`src/rtl/grade_pkg.sv`:
```
// -----------------------------------------------------------------------------
// grade_pkg
// Shared types and widths for the ap_ctrl_hs initiator that drives the `grade`
// HLS core.
//   state_e    : driver FSM states
//   operands_t : one operand set {p, b, c, m, cs}
// -----------------------------------------------------------------------------
package grade_pkg;

  localparam int GRADE_W = 8;
  localparam int ARG_W   = 32;

  typedef enum logic [1:0] {
    IDLE      = 2'd0,
    RUN       = 2'd1,
    WAIT_DONE = 2'd2,
    RESP      = 2'd3
  } state_e;

  typedef struct packed {
    logic [ARG_W-1:0] p;
    logic [ARG_W-1:0] b;
    logic [ARG_W-1:0] c;
    logic [ARG_W-1:0] m;
    logic [ARG_W-1:0] cs;
  } operands_t;

endpackage

```
`src/rtl/grade_lat_timer.sv`:
```
// -----------------------------------------------------------------------------
// grade_lat_timer
// Saturating latency counter with a timeout compare.
//   clk, rst_i  : clock, synchronous active-high reset
//   clr_i       : load the counter with 1 (first ap_start cycle counts as 1)
//   en_i        : increment, holding at all-ones
//   count_o     : current count
//   expired_o   : count has reached TIMEOUT_CYCLES
// -----------------------------------------------------------------------------
module grade_lat_timer #(
  parameter int TIMEOUT_CYCLES = 1024,
  parameter int LAT_W          = 16
) (
  input  logic             clk,
  input  logic             rst_i,
  input  logic             clr_i,
  input  logic             en_i,
  output logic [LAT_W-1:0] count_o,
  output logic             expired_o
);

  localparam logic [LAT_W:0] TIMEOUT_EXT = (LAT_W+1)'(TIMEOUT_CYCLES);

  logic [LAT_W-1:0] count_q;
  logic [LAT_W-1:0] count_d;

  // NOTE: every always_comb output gets a default first so no path leaves it
  // unassigned, which would otherwise infer a latch.
  always_comb begin
    count_d = count_q;
    if (clr_i) begin
      count_d = LAT_W'(1);
    end else if (en_i && (count_q != '1)) begin
      count_d = count_q + LAT_W'(1);
    end
  end

  // NOTE: sequential state uses non-blocking assignments so all flops update
  // together at the edge regardless of statement order.
  always_ff @(posedge clk) begin
    if (rst_i) begin
      count_q <= '0;
    end else begin
      count_q <= count_d;
    end
  end

  assign count_o   = count_q;
  assign expired_o = ({1'b0, count_q} >= TIMEOUT_EXT);

endmodule

```
`src/rtl/grade_ap_driver.sv`:
```
// -----------------------------------------------------------------------------
// grade_ap_driver
// Initiator for the ap_ctrl_hs handshake of the `grade` core. Accepts one
// operand set on the req channel, pulses ap_start with arguments held, waits
// for ap_done (or a timeout) and returns the grade on the res channel.
//   ap_clk, ap_rst                 : clock, synchronous active-high reset
//   req_valid/req_ready, req_*     : operand request channel
//   res_valid/res_ready, res_*     : result channel (grade, timeout, latency)
//   txn_count                      : completed transactions, wraps
//   ap_start, p/b/c/m/cs           : to core
//   ap_done/ap_idle/ap_ready       : from core; ap_return valid with ap_done
// -----------------------------------------------------------------------------
module grade_ap_driver
  import grade_pkg::*;
#(
  parameter int TIMEOUT_CYCLES = 1024,
  parameter int LAT_W          = 16
) (
  input  logic               ap_clk,
  input  logic               ap_rst,
  input  logic               req_valid,
  output logic               req_ready,
  input  logic [ARG_W-1:0]   req_p,
  input  logic [ARG_W-1:0]   req_b,
  input  logic [ARG_W-1:0]   req_c,
  input  logic [ARG_W-1:0]   req_m,
  input  logic [ARG_W-1:0]   req_cs,
  output logic               res_valid,
  input  logic               res_ready,
  output logic [GRADE_W-1:0] res_grade,
  output logic               res_timeout,
  output logic [LAT_W-1:0]   res_latency,
  output logic [15:0]        txn_count,
  output logic               ap_start,
  input  logic               ap_done,
  input  logic               ap_idle,
  input  logic               ap_ready,
  output logic [ARG_W-1:0]   p,
  output logic [ARG_W-1:0]   b,
  output logic [ARG_W-1:0]   c,
  output logic [ARG_W-1:0]   m,
  output logic [ARG_W-1:0]   cs,
  input  logic [GRADE_W-1:0] ap_return
);

  state_e             state_q;
  operands_t          ops_q;
  logic               ap_start_q;
  logic               res_valid_q;
  logic [GRADE_W-1:0] res_grade_q;
  logic               res_timeout_q;
  logic [LAT_W-1:0]   res_latency_q;
  logic [15:0]        txn_count_q;

  logic [LAT_W-1:0]   lat_count;
  logic               lat_expired;

  // The core may still be finishing a previous call; ap_start is issued
  // regardless of ap_idle, so it is intentionally unused.
  logic unused_ap_idle;
  assign unused_ap_idle = ap_idle;

  wire busy     = (state_q == RUN) || (state_q == WAIT_DONE);
  wire accept   = (state_q == IDLE) && req_valid;
  // ap_done in the expiry cycle is a normal completion, so it masks the abort.
  wire finish   = busy && ap_done;
  wire abort    = busy && !ap_done && lat_expired;

  grade_lat_timer #(
    .TIMEOUT_CYCLES (TIMEOUT_CYCLES),
    .LAT_W          (LAT_W)
  ) u_lat_timer (
    .clk       (ap_clk),
    .rst_i     (ap_rst),
    .clr_i     (accept),
    .en_i      (busy),
    .count_o   (lat_count),
    .expired_o (lat_expired)
  );

  always_ff @(posedge ap_clk) begin
    if (ap_rst) begin
      state_q       <= IDLE;
      ops_q         <= '0;
      ap_start_q    <= 1'b0;
      res_valid_q   <= 1'b0;
      res_grade_q   <= '0;
      res_timeout_q <= 1'b0;
      res_latency_q <= '0;
      txn_count_q   <= '0;
    end else begin
      unique case (state_q)
        IDLE: begin
          if (req_valid) begin
            ops_q      <= '{p: req_p, b: req_b, c: req_c, m: req_m, cs: req_cs};
            ap_start_q <= 1'b1;
            state_q    <= RUN;
          end
        end
        RUN, WAIT_DONE: begin
          if (finish || abort) begin
            ap_start_q    <= 1'b0;
            res_valid_q   <= 1'b1;
            res_grade_q   <= finish ? ap_return : '0;
            res_timeout_q <= abort;
            res_latency_q <= finish ? lat_count : LAT_W'(TIMEOUT_CYCLES);
            state_q       <= RESP;
          end else if ((state_q == RUN) && ap_ready) begin
            // Core has latched the arguments; keep them but release ap_start.
            ap_start_q <= 1'b0;
            state_q    <= WAIT_DONE;
          end
        end
        RESP: begin
          if (res_ready) begin
            res_valid_q <= 1'b0;
            txn_count_q <= txn_count_q + 16'd1;
            state_q     <= IDLE;
          end
        end
        default: state_q <= IDLE;
      endcase
    end
  end

  assign req_ready   = (state_q == IDLE);
  assign ap_start    = ap_start_q;
  assign res_valid   = res_valid_q;
  assign res_grade   = res_grade_q;
  assign res_timeout = res_timeout_q;
  assign res_latency = res_latency_q;
  assign txn_count   = txn_count_q;
  assign p           = ops_q.p;
  assign b           = ops_q.b;
  assign c           = ops_q.c;
  assign m           = ops_q.m;
  assign cs          = ops_q.cs;

endmodule

```
`config.mk`:
```
export PLATFORM = sky130hd
export DESIGN_NAME = grade_ap_driver
export DESIGN_NICKNAME = d
export VERILOG_FILES = /design/src/rtl/grade_pkg.sv /design/src/rtl/grade_lat_timer.sv /design/src/rtl/grade_ap_driver.sv
export SDC_FILE = /design/constraint.sdc
export NUM_CORES = 1
export LEC_CHECK = 0
export CELL_PAD_IN_SITES_DETAIL_PLACEMENT = 0
export CELL_PAD_IN_SITES_GLOBAL_PLACEMENT = 1
export CORE_MARGIN = 1
export CORE_UTILIZATION = 29
export DETAILED_ROUTE_END_ITERATION = 7
export GPL_ROUTABILITY_DRIVEN = 1
export PLACE_DENSITY_LB_ADDON = 0.1
export SKIP_CTS_REPAIR_TIMING = 1
export SYNTH_ARGS = -nofsm -noshare
export SYNTH_HDL_FRONTEND = slang
export SYNTH_SLANG_ARGS = --single-unit
```
`constraint.sdc`:
```
create_clock -name ap_clk -period 2.1 [get_ports ap_clk]
set_input_delay 0.315 -clock ap_clk [delete_from_list [all_inputs] [get_ports ap_clk]]
set_output_delay 0.315 -clock ap_clk [all_outputs]
set_load 0.05 [all_outputs]
```
### Word-level counts from Yosys, hierarchy flattened

Cells that the tools add are included.

* $mul: 0
* add/subtract/negate cells: 2
* order comparisons: 1
* shifts and indexed selects: 0
* div/mod/pow operators: 0
* reduce and logical (&&, ||, !) cells: 21
* bitwise logic cells: 0
* muxes and demuxes: 16
* equal/unequal tests: 8

Operators by type and width (count)
* adder 16 x 1 -> 16 bit, second input constant: 2
* greater-or-equal comparator 16 x 11 -> 1 bit, second input constant: 1
* 2-to-1 mux 16 bit: 1
* inequality test 16 bit, second input constant: 1
* AND reduction 3 bit: 3
* 2-to-1 mux 2 bit: 4
* 2-to-1 mux 8 bit: 1
* 2-to-1 mux 1 bit: 7
* logical AND 1 bit: 6
* inequality test 2 bit, second input constant: 3
* case mux 2 bit (3 select lines): 1
* AND reduction 2 bit: 3
* nonzero test 2 bit: 3
* == test 2 bit, second input constant: 2
* case mux 1 bit (2 select lines): 2
* OR reduction 2 bit: 2
* inequality test 3 bit, second input constant: 1
* == test 2 x 1 -> 1 bit, second input constant: 1
* logical NOT 2 bit: 1
* logical OR 1 bit: 2
* logical NOT 1 bit: 1

* memories: 0
* latch bits: 0
* output and inout bits: 204
* RAM bits: 0
* flip-flop bits (word level): 221
* bits in read-only memories: 0

### Logic depth before layout (Yosys ltp)

* word-level depth: 7
* gate-level depth with buffers: 8

### By module

A second synthesis with hierarchy kept.

* cell total of the unflattened synthesis: 989
* area total of the unflattened synthesis: 8096.5 um^2

By module, submodules not included
* grade_ap_driver: instances 1, area an instance 7225.7 um^2, cells an instance 888
* grade_lat_timer: instances 1, area an instance 870.8 um^2, cells an instance 101

### Least setup slack after synthesis

Ideal clock, no wire load.

* path kind: flip-flop to flip-flop
* from: register state_q[0]
* to: register ops_q, in the netlist c[0]
* path buffers: 3
* arrival time: 1.921 ns
* required time: 2.030 ns
* stages on the path, launching flop included: 9
* period minus slack after synthesis: 1.991 ns
* setup slack: 0.109 ns
* path through: dfxtp_1 -> inv_1 -> ha_1 -> and2_1 -> buf_2 -> clkbuf_1 -> clkbuf_1 -> nand2_1 -> a21oi_1

* longest elaborated chain between the ends: 2

Ends and longest elaborated chain
* start, declared: line grade_ap_driver.sv:46 `state_e state_q;`
* start signal, assigned: line grade_ap_driver.sv:83 `state_q <= IDLE;`
* start signal, assigned: line grade_ap_driver.sv:97 `state_q <= RUN;`
* start signal, assigned: line grade_ap_driver.sv:107 `state_q <= RESP;`
* logical NOT 2 bit
* net req_ready: line grade_ap_driver.sv:22 `output logic req_ready,`
* AND reduction 2 bit (no line)
* end signal, assigned: line grade_ap_driver.sv:95 `ops_q <= '{p: req_p, b: req_b, c: req_c, m: req_m, cs: req_cs};`
* end, declared: line grade_ap_driver.sv:47 `operands_t ops_q;`

The timed path passes the listed nets, and every way through them passes these cells.
A chain may end at the register's enable or synchronous reset.

### Worst setup path in the final report

* from: register ops_q, in the netlist b[4]
* to: output port b[4]

RTL lines
* end, declared: line grade_ap_driver.sv:39 `output logic [ARG_W-1:0] b,`

No word-level cell between the ends.

==> impl_metrics.json <==
{
  "post-route-util": 0.477,
  "yosysSeqAreaShare": 0.542,
  "slew-limit-headroom": 0.572,
  "end_kind": "primary output",
  "yosysTopAreaCell": "dfxtp_1",
  "fin_nets": 1524,
  "numPortBuffers": 377,
  "cts_tree": "built",
  "outcome": "complete, no violations",
  "clock_skew_ps": 9.05,
  "grt_pass1_wl_um": 40600,
  "synthTopCellsByArea": "dfxtp_1 54%, nand2_1 15%, a21oi_1 11%, a22o_1 2.5%, clkbuf_1 1.9%",
  "die_w_um": 170,
  "viasPerCell": 4.52,
  "rrSetupSlack_ps": 120,
  "clk_pin_slew_ps": 60,
  "pin_count": 379,
  "drt_wl_total_um": 27000,
  "cts_sinks": 221,
  "cts_buffers": 26,
  "p_total_mw": 13.0,
  "synth_top_area_share": 0.542,
  "globalRouteOverflowTotal": 0,
  "dp.cells": 1693,
  "start_util": 0.294,
  "drive_gt1_frac": 0.0632,
  "timing.final.crit_share": 0.977,
  "maxSlewViolCount": 0,
  "slowest_delay_ps": 840,
  "crit_chain": "clkdlybuf4s50_1",
  "antennaDiodeCount": 0,
  "fmax_ghz": 0.487,
  "rows": 61,
  "holdWs_ps": 113,
  "holdCritPathClass": "input pin to register",
  "worst_ep_arrival_time_ps": 1740,
  "dpl.hpwl_um": 18400,
  "grt_start_max_net_pins": 123,
  "final_cells": 1739,
  "cts-root-buf": "clkbuf_16",
  "grt_pass1_vias": 7157,
  "placed_area_sq_mm": 0.0123,
  "cts_buffer_depth": 3,
  "crit_buf_inv": 1,
  "rsz0062_at_grt": "false",
  "yosys_warnings": 0,
  "drc": 0,
  "powerDensity_mw_per_mm2": 984,
  "grt_antenna_before_repair": 0,
  "required_ps": 1780,
  "maxCapViolations": 0,
  "critPathLaunchType": "register",
  "fin_area_sq_mm": 0.0132,
  "worst_pin_slew_ps": 642,
  "async_flop_share": 0,
  "syn_nets": 1163,
  "ys_seq_elements": 221,
  "netlist_area_sq_mm": 0.00816,
  "fp.dieH_um": 170,
  "htreeDepth": 1,
  "gp_congestion": 0.743,
  "dr.pass1.iters": 4,
  "synthFlopType": "dfxtp_1",
  "vdd_drop_max_mv": 0.522,
  "leakage_nw": 5.07,
  "cp_top_family": "buffers and inverters",
  "drtIter0Drc": 401,
  "cp_slowest_cell": "clkdlybuf4s50_1",
  "syn_to_final_growth_pct": 62.2,
  "hold_violations": 0,
  "synth_edf_count": 0,
  "avgSynthCellArea_sq_um": 8.30,
  "syn_inst": 982,
  "ant_nets": 0,
  "worstSetupPathType": "register to primary output",
  "wl_per_cell_um": 15.5,
  "core_area_sq_mm": 0.0277,
  "insertion_delay_ps": 520,
  "dieArea_sq_mm": 0.0288,
  "track_usage": 0.177,
  "cp_max_fo": 2,
  "vias": 7862,
  "setup_viol": 0,
  "fin_crit_ps": 2050,
  "ys_types": 47
}
synth_stat cells (3+ instances only):
master	number
inv_1	12
o21ai_1	7
buf_1	9
nand3_1	14
ha_1	6
nor3_1	5
a22o_1	23
or4_1	4
buf_6	3
dfxtp_1	221
clkbuf_1	41
a211oi_1	3
a31oi_1	3
nand2b_1	4
buf_2	13
and4_1	4
nor4_4	4
nand4_1	10
nor2_1	24
and3_1	5
xor2_1	3
o21ai_0	6
nor2b_1	3
o211ai_1	3
nand2_1	334
xnor2_1	7
or3_1	9
a21oi_1	181
stage by stage:
stage	setup TNS (ps)	setup slack, ps
2_1_floorplan	0	109
3_3_place_gp	0	133
3_5_place_dp	0	131
4_1_cts	-379	-76.3
5_1_grt	0	2.97
6_report	0	47.5
sequential cells by signal, summed over array words and instances, names as in the netlist, 2 cells and up:
signal and count:
res_grade 8, b 32, txn_count 16, cs 32, state_q 2, m 32
p 32, res_latency 16, u_lat_timer.count_o 16, c 32
where the power goes:
| part | switching, mW | internal (mW) | total (mW) |
|---|---|---|---|
| Sequential | 0.209 | 4.59 | 4.80 |
| Clock | 1.77 | 2.67 | 4.44 |
| Combinational | 2.45 | 1.33 | 3.78 |
cells by family (layout without fill, tap and decap cells):
| logic type | after synthesis | count (layout) | synth area share |
|---|---|---|---|
| AO/OA/AOI/OAI | 234 | 234 | 0.160 |
| XOR/XNOR | 10 | 10 | 0.0107 |
| adder cells (fa/ha/maj) | 6 | 6 | 0.00921 |
| buffers and inverters | 78 | 457 | 0.0407 |
| flip-flops | 221 | 221 | 0.542 |
| multiplexers | 3 | 3 | 0.00399 |
| AND/OR/NAND/NOR | 430 | 430 | 0.233 |
cells in the final DEF (no fill, tap or decap), types with 5 or more instances in the layout:
cell type        count
clkbuf_8             6
buf_4               23
and3_1               5
a22o_1              23
or3_1                9
nand3_1             14
clkbuf_1             6
clkdlybuf4s50_1    356
dlymetal6s2s_1      13
nor2_1              24
nor3_1               5
o21ai_0              6
ha_1                 6
buf_12               6
nand4_1             10
a21oi_1            181
xnor2_1              7
inv_1               12
o21ai_1              7
clkbuf_16           27
nand2_1            333
dfxtp_1            221
per-layer routing:
layer	up-vias	GRT usage	routed length, um
met5	-	0	0
li1	4010	-	-
met1	3564	0.223	11400
met4	0	0.0427	478
met2	253	0.284	12400
met3	35	0.0665	2750
cell type report:
class                   instances  area, sq um
clock buffers                  39          781
clock inverters                 7         65.1
fillers                      2726        14500
inverters                      12         45.0
multi-input cells             683         3410
flip-flops and latches        221         4420
well taps                     378          473
repair buffers                399         4030
final timing paths:
| check | start | end | cells past startpoint |
|---|---|---|---|
| min reg2reg | b[0] | b[0] | 2 |
| min | ap_rst | b[1] | 2 |
| max reg2reg | state_q[0] | u_lat_timer.count_o[13] | 6 |
| max | b[4] | b[4] | 1 |
(Power assumes the default switching activity.)
